--- src/rtl/dest_demux_d01_if.sv ---
// dest_demux_d01_if: groups the upstream VC FIFO handshake, the two
// destination FIFO push buses and the status/counter outputs of the
// destination demultiplexer. The slave modport is the demux view, the
// master modport is the surrounding environment (FIFOs or a testbench).
interface dest_demux_d01_if #(
    parameter int DATA_SIZE = 6,
    parameter int CNT_SIZE  = 8
);
    // upstream VC FIFO side
    logic                 vc_empty;
    logic [DATA_SIZE-1:0] vc_data;
    logic                 vc_pop;

    // destination FIFO side
    logic                 pause_d0;
    logic                 pause_d1;
    logic                 push_d0;
    logic                 push_d1;
    logic [DATA_SIZE-1:0] data_d0;
    logic [DATA_SIZE-1:0] data_d1;

    // status
    logic                 demux_idle;
    logic [CNT_SIZE-1:0]  cnt_d0;
    logic [CNT_SIZE-1:0]  cnt_d1;

    modport slave (
        input  vc_empty,
        input  vc_data,
        input  pause_d0,
        input  pause_d1,
        output vc_pop,
        output push_d0,
        output push_d1,
        output data_d0,
        output data_d1,
        output demux_idle,
        output cnt_d0,
        output cnt_d1
    );

    modport master (
        output vc_empty,
        output vc_data,
        output pause_d0,
        output pause_d1,
        input  vc_pop,
        input  push_d0,
        input  push_d1,
        input  data_d0,
        input  data_d1,
        input  demux_idle,
        input  cnt_d0,
        input  cnt_d1
    );
endinterface

--- src/rtl/dest_demux_d01.sv ---
// dest_demux_d01: pops words from the upstream VC FIFO and routes each one
// to destination FIFO D0 or D1 by bit DEST_BIT of the word. A head/skid
// pair plus the in-flight pop keep at most two words buffered, giving one
// word per cycle when neither destination is paused. Strict word order:
// a paused destination blocks the head and therefore all traffic.
// Optional feature: define DEMUX_COUNT_EN to build the per-destination
// forwarded-word counters (wrapping at 2^CNT_SIZE); otherwise they read 0.
module dest_demux_d01 #(
    parameter int DATA_SIZE = 6,
    parameter int DEST_BIT  = 4,
    parameter int CNT_SIZE  = 8
) (
    input  logic           clk,
    input  logic           reset,
    dest_demux_d01_if.slave bus
);

    // buffer state
    logic                 r_inflight;
    logic                 r_head_valid;
    logic [DATA_SIZE-1:0] r_head_data;
    logic                 r_skid_valid;
    logic [DATA_SIZE-1:0] r_skid_data;

    // next-state of the buffer
    logic                 w_head_valid_n;
    logic [DATA_SIZE-1:0] w_head_data_n;
    logic                 w_skid_valid_n;
    logic [DATA_SIZE-1:0] w_skid_data_n;

    // routing and occupancy
    logic                 w_dest;
    logic                 w_push_d0;
    logic                 w_push_d1;
    logic                 w_push;
    logic [1:0]           w_occ;
    logic [1:0]           w_occ_after;
    logic                 w_pop;

    // route the head word and decide whether another pop fits in the buffer
    always_comb begin
        w_dest      = r_head_data[DEST_BIT];
        w_push_d0   = r_head_valid & ~w_dest & ~bus.pause_d0;
        w_push_d1   = r_head_valid &  w_dest & ~bus.pause_d1;
        w_push      = w_push_d0 | w_push_d1;
        w_occ       = {1'b0, r_head_valid} + {1'b0, r_skid_valid} + {1'b0, r_inflight};
        // a push implies head_valid, so this never underflows
        w_occ_after = w_occ - {1'b0, w_push};
        // pop is suppressed while reset is held so nothing is requested upstream
        w_pop       = ~reset & ~bus.vc_empty & (w_occ_after < 2'd2);
    end

    // shift the skid into the head on a push, then land the in-flight word
    // in the first free slot of the post-shift buffer
    always_comb begin
        w_head_valid_n = r_head_valid;
        w_head_data_n  = r_head_data;
        w_skid_valid_n = r_skid_valid;
        w_skid_data_n  = r_skid_data;
        if (w_push) begin
            w_head_valid_n = r_skid_valid;
            w_head_data_n  = r_skid_data;
            w_skid_valid_n = 1'b0;
        end
        if (r_inflight) begin
            if (!w_head_valid_n) begin
                w_head_valid_n = 1'b1;
                w_head_data_n  = bus.vc_data;
            end else begin
                w_skid_valid_n = 1'b1;
                w_skid_data_n  = bus.vc_data;
            end
        end
    end

    // buffer and in-flight registers; reset discards everything in flight
    always_ff @(posedge clk or posedge reset) begin
        if (reset) begin
            r_inflight   <= 1'b0;
            r_head_valid <= 1'b0;
            r_head_data  <= '0;
            r_skid_valid <= 1'b0;
            r_skid_data  <= '0;
        end else begin
            r_inflight   <= w_pop;
            r_head_valid <= w_head_valid_n;
            r_head_data  <= w_head_data_n;
            r_skid_valid <= w_skid_valid_n;
            r_skid_data  <= w_skid_data_n;
        end
    end

    assign bus.vc_pop     = w_pop;
    assign bus.push_d0    = w_push_d0;
    assign bus.push_d1    = w_push_d1;
    assign bus.data_d0    = r_head_data;
    assign bus.data_d1    = r_head_data;
    assign bus.demux_idle = (w_occ == 2'd0) & bus.vc_empty;

`ifdef DEMUX_COUNT_EN
    logic [CNT_SIZE-1:0] r_cnt_d0;
    logic [CNT_SIZE-1:0] r_cnt_d1;

    // forwarded-word counters, wrapping naturally at 2^CNT_SIZE
    always_ff @(posedge clk or posedge reset) begin
        if (reset) begin
            r_cnt_d0 <= '0;
            r_cnt_d1 <= '0;
        end else begin
            if (w_push_d0) r_cnt_d0 <= r_cnt_d0 + 1'b1;
            if (w_push_d1) r_cnt_d1 <= r_cnt_d1 + 1'b1;
        end
    end

    assign bus.cnt_d0 = r_cnt_d0;
    assign bus.cnt_d1 = r_cnt_d1;
`else
    logic [CNT_SIZE-1:0] w_cnt_zero;
    assign w_cnt_zero = '0;
    assign bus.cnt_d0 = w_cnt_zero;
    assign bus.cnt_d1 = w_cnt_zero;
`endif

endmodule
--- src/flat_wrapper.sv ---
// flat-port wrapper written by rule: the top's interface ports become plain ports
module dest_demux_d01_flat 
#(
    parameter int DATA_SIZE = 6,
    parameter int DEST_BIT  = 4,
    parameter int CNT_SIZE  = 8
)
  (clk, reset, bus_vc_empty, bus_vc_data, bus_pause_d0, bus_pause_d1, bus_vc_pop, bus_push_d0, bus_push_d1, bus_data_d0, bus_data_d1, bus_demux_idle, bus_cnt_d0, bus_cnt_d1);
  dest_demux_d01_if #(.DATA_SIZE(DATA_SIZE), .CNT_SIZE(CNT_SIZE)) bus_i ();
  input  logic clk;
  input  logic reset;
  input wire logic [$bits(bus_i.vc_empty)-1:0] bus_vc_empty;
  input wire logic [$bits(bus_i.vc_data)-1:0] bus_vc_data;
  input wire logic [$bits(bus_i.pause_d0)-1:0] bus_pause_d0;
  input wire logic [$bits(bus_i.pause_d1)-1:0] bus_pause_d1;
  output wire logic [$bits(bus_i.vc_pop)-1:0] bus_vc_pop;
  output wire logic [$bits(bus_i.push_d0)-1:0] bus_push_d0;
  output wire logic [$bits(bus_i.push_d1)-1:0] bus_push_d1;
  output wire logic [$bits(bus_i.data_d0)-1:0] bus_data_d0;
  output wire logic [$bits(bus_i.data_d1)-1:0] bus_data_d1;
  output wire logic [$bits(bus_i.demux_idle)-1:0] bus_demux_idle;
  output wire logic [$bits(bus_i.cnt_d0)-1:0] bus_cnt_d0;
  output wire logic [$bits(bus_i.cnt_d1)-1:0] bus_cnt_d1;
  assign bus_i.vc_empty = bus_vc_empty;
  assign bus_i.vc_data = bus_vc_data;
  assign bus_i.pause_d0 = bus_pause_d0;
  assign bus_i.pause_d1 = bus_pause_d1;
  assign bus_vc_pop = bus_i.vc_pop;
  assign bus_push_d0 = bus_i.push_d0;
  assign bus_push_d1 = bus_i.push_d1;
  assign bus_data_d0 = bus_i.data_d0;
  assign bus_data_d1 = bus_i.data_d1;
  assign bus_demux_idle = bus_i.demux_idle;
  assign bus_cnt_d0 = bus_i.cnt_d0;
  assign bus_cnt_d1 = bus_i.cnt_d1;
  dest_demux_d01 #(.DATA_SIZE(DATA_SIZE), .DEST_BIT(DEST_BIT), .CNT_SIZE(CNT_SIZE)) u_core (.clk(clk), .reset(reset), .bus(bus_i));
endmodule
--- config.mk ---
export PLATFORM = sky130hd
export DESIGN_NAME = dest_demux_d01_flat
export DESIGN_NICKNAME = d
export VERILOG_FILES = /design/src/rtl/dest_demux_d01_if.sv /design/src/rtl/dest_demux_d01.sv /design/src/flat_wrapper.sv
export SDC_FILE = /design/constraint.sdc
export NUM_CORES = 1
export LEC_CHECK = 0
export ABC_AREA = 1
export CORE_AREA = 3 3 52 54
export DETAILED_ROUTE_END_ITERATION = 16
export DIE_AREA = 0 0 55 57
export PLACE_DENSITY = 0.8
export REMOVE_ABC_BUFFERS = 1
export SLEW_MARGIN = 20
export SYNTH_ARGS = -nofsm -noshare
export SYNTH_HDL_FRONTEND = slang
export SYNTH_SLANG_ARGS = --single-unit
--- constraint.sdc ---
create_clock -name clk -period 3 [get_ports clk]
set_clock_uncertainty 0.1 [all_clocks]
set_input_delay 0.6 -clock clk [delete_from_list [all_inputs] [get_ports clk]]
set_output_delay 0.6 -clock clk [all_outputs]
set_load 0.1 [all_outputs]
* Word level (Yosys, flattened, before mapping)
Index checks and enable logic that the tools add are counted.
** Storage, ports and cells
- Register bits :: 15
- Input port bits :: 11
- Output and inout port bits :: 32
- Word-level logic and storage cells :: 32
** Cells by class
- Add/subtract/negate cells :: 3
- Magnitude comparators :: 1
- Muxes and demuxes :: 8
- Bitwise gates (word level) :: 13
- Reductions and logical operators :: 2
** Operators with widths (count)
- $mux 6 :: 3
- $and 1x1->1 :: 7
- $mux 1 :: 5
- $not 1->1 :: 5
- $add 1x1->2 :: 1
- $add 2x1->2 :: 1
- $logic_not 2->1 :: 1
- $lt 2x2->1 const B :: 1
- $reduce_and 2->1 :: 1
- $sub 2x1->2 :: 1
- $or 1x1->1 :: 1

* Logic depth before layout (Yosys ltp)
- Depth in word-level cells :: 7
- Gate-level depth with buffers :: 8
- Mapped depth without buffers :: 8

* Worst setup path before layout
Ideal clock, no wire load.
- Path kind :: reg-to-output
- Start point :: register u_core.r_inflight
- End point :: output port bus_demux_idle
- Arrival :: 3026 ps
- Data required time :: 2300 ps
- Setup slack :: -726 ps
- Cell stages (with the launch flop) :: 3
- Buffers on the path :: 0
- Cell sequence :: dfrtp_1 -> fa_1 -> nor3_1
** Between the ends
- Longest elaborated chain between the ends :: 3
** Ends and longest elaborated chain
- start: declaration :: line dest_demux_d01.sv:19 : logic r_inflight;
- start signal: assignment :: line dest_demux_d01.sv:85 : r_inflight <= w_pop;
- $add 2x1->2 :: line dest_demux_d01.sv:46 : w_occ = {1'b0, r_head_valid} + {1'b0, r_skid_valid} + {1'b0, r_inflight};
- $logic_not 2->1 :: line dest_demux_d01.sv:98 : assign bus.demux_idle = (w_occ == 2'd0) & bus.vc_empty;
- $and 1x1->1 :: line dest_demux_d01.sv:98
- end: declaration :: line flat_wrapper.sv:21 : output wire logic [$bits(bus_i.demux_idle)-1:0] bus_demux_idle;
Every way passes these cells.

* Worst setup path in the final report
- Start point :: input port bus_pause_d0
- End point :: output port bus_vc_pop
** Between the ends
- Longest elaborated chain between the ends :: 6
** Ends and longest elaborated chain
- start: declaration :: line flat_wrapper.sv:14 : input wire logic [$bits(bus_i.pause_d0)-1:0] bus_pause_d0;
- $not 1->1 :: line dest_demux_d01.sv:43 : w_push_d0 = r_head_valid & ~w_dest & ~bus.pause_d0;
- $and 1x1->1 :: line dest_demux_d01.sv:43
- $or 1x1->1 :: line dest_demux_d01.sv:45 : w_push = w_push_d0 | w_push_d1;
- $sub 2x1->2 :: line dest_demux_d01.sv:48 : w_occ_after = w_occ - {1'b0, w_push};
- $lt 2x2->1 :: line dest_demux_d01.sv:50 : w_pop = ~reset & ~bus.vc_empty & (w_occ_after < 2'd2);
- $and 1x1->1 :: line dest_demux_d01.sv:50
- end: declaration :: line flat_wrapper.sv:16 : output wire logic [$bits(bus_i.vc_pop)-1:0] bus_vc_pop;
Every way passes these cells.

==> qor.yml <==
grt_start_max_net_pins: 16
synth_edf_count: 0
clkSlewWorstSetupHoldPaths_ns: 0.08
grt_pass1_vias: 715
final_hold_viol_count: 0
synth_ff_type: "dfrtp_1"
finalSetupViolations: 0
worstSetupStartpointType: "input port"
reg2reg_slack_ns: 1.36
synth.most_common_cell: "nand2_1"
post_cts_buffers: 0
start_util_pct: 44.2
r2r_end: "u_core.r_inflight$_DFF_PP0_"
path_max_fanout: 10
seq_area_frac_synth_pct: 37.7
routed_wl_um: 1970
rows: 17
cts_buffer_depth: 2
crit_end: "bus_vc_pop"
synthTopCellsByCount: "nand2_1, buf_4, dfrtp_1, nand3_1, inv_1"
n_antenna_cell: 0
clock-sinks: 15
hp-class: "reg2reg"
register_area_um2: 375
fmax_mhz: 362
finalCriticalPeriod_ns: 2.76
cts-buffers-inserted: 3
drc: 0
grt_usage_pct: 13.1
drive_above_1_share_pct: 20.3
reg2regPathDepth: 6
hpwl_um: 1520
hp-start: "u_core.r_skid_data[3]$_DFFE_PP0P_"
routedWlPerCell_um: 11.5
criticalPathCategory: "in2out"
antenna_found_initial: 0
slew_violations: 0
maxCapViolCount: 0
cts_root_buffer: "clkbuf_4"
ys_ff_latch: 15
drt_iter0_drc: 20
area_delta_synth_final_pct: 23.1
required_ns: 2.30
cp.arrival_ns: 2.06
async_flop_share_pct: 100
dieArea_mm2: 0.00314
place_area_mm2: 0.00120
die_w_um: 55
period_share_pct: 92.0
grt_pass1_wl_um: 3060
tritoncts: "built"
rsz0062_at_grt: "no"
outcome: "finished clean"
yosysTopAreaCell: "dfrtp_1"
endpoint_kind: "primary output"
viasPerCell: 4.71
final_area_mm2: 0.00123
crit_path_start: "bus_pause_d0"
io_pins: 43
gp_congestion: 0.895
avgSynthCellArea_um2: 8.37
synth_cells: 119
r2r-start: "u_core.r_skid_valid$_DFF_PP0_"
clk_latency_ns: 0.28
portBuffers: 26
synth_area_leaders: "dfrtp_1, buf_4, nand2_1"
firstDrtPassIters: 4
core-area_mm2: 0.00225
yosys_warnings: 0
synth_cell_type_count: 18
ctsHoldBuffers: 0
gr-total-overflow: 0
ant_nets: 0
synth_top_cell_area_share_pct: 37.7
cts.htree.levels: 1
die_h_um: 57
multi_input_area_um2: 459
fin_nets: 156
synth_area_um2: 996
fill_cells: 211
num_vias: 805
final.setup.tns_ns: 0
cts_resized: 0
worst max-delay path, stage by stage:
cell             delay (ns)
clkdlybuf4s50_1        0.40
inv_1                  0.10
nand3_4                0.14
nand2_8                0.14
nand2_1                0.08
nand2_1                0.07
nand2_1                0.05
nor2_1                 0.24
buf_12                 0.22
final cells by class:
type                       instances  share of cell area [%]
inverter                          10                    3.06
sequential                        15                    30.6
clock buffer                       4                    2.14
tap                               28                    2.86
timing repair buffer              29                    23.9
multi-input combinational         85                    37.4
metal layers:
metal  track usage (%)  vias up  routed length [µm]
li1                  -      387                   -
met1              17.0      380                 833
met2              20.8       36                 963
met3              3.13        2                 167
met4              5.21        0                   9
met5                 0        -                   0
sequential cells by signal (all words and copies together) (netlist names):
name                 cells
u_core.r_head_valid      1
u_core.r_inflight        1
u_core.bus.data_d0       6
u_core.r_skid_data       6
u_core.r_skid_valid      1
per-stage QoR:
stage          utilization [%]  hold WS, ns  setup WS [ns]  std cells
6_report                  54.4        0.378          0.241        171
5_1_grt                   54.4        0.416          0.110        171
4_1_cts                   54.4        0.379          0.250        171
3_5_place_dp              53.2        0.359          0.264        167
3_3_place_gp              53.2        0.353          0.352        167
2_1_floorplan                -        0.342          -1.23        110
how the worst min path moves through the flow:
stage | endpoint | cells past startpoint | slack [ns]
after detailed placement | u_core.r_skid_data[3]$_DFFE_PP0P_ | 2 | 0.36
after global placement | u_core.r_skid_data[3]$_DFFE_PP0P_ | 2 | 0.35
after global routing | u_core.r_skid_data[2]$_DFFE_PP0P_ | 2 | 0.42
after CTS | u_core.r_skid_data[3]$_DFFE_PP0P_ | 2 | 0.38
final | u_core.r_skid_data[3]$_DFFE_PP0P_ | 2 | 0.38
after floorplan | u_core.r_skid_data[0]$_DFFE_PP0P_ | 2 | 0.34
placed cells by master, fill, tap and decap left out, drive strengths merged:
| cell type | n |
|---|---|
| nand2 | 43 |
| buf | 19 |
| conb | 16 |
| dfrtp | 15 |
| nand3 | 14 |
| inv | 10 |
| clkdlybuf4s50 | 10 |
| nand4 | 6 |
| clkbuf | 4 |
| o21ai | 3 |
| nor2 | 1 |
| nor3 | 1 |
| fa | 1 |
logic make-up (layout without fill, tap and decap cells):
group           after synthesis  in the layout  share of synthesized area (%)
simple gates                 65             65                           36.6
buf+inv                      34             43                           21.9
flops                        15             15                           37.7
compound gates                3              3                           1.51
fa+ha+maj                     1              1                           2.01
other cells                   1             16                          0.377
Power is not shown: default switching activity piles up to over one toggle a cycle in this logic, so the estimate is an artifact.
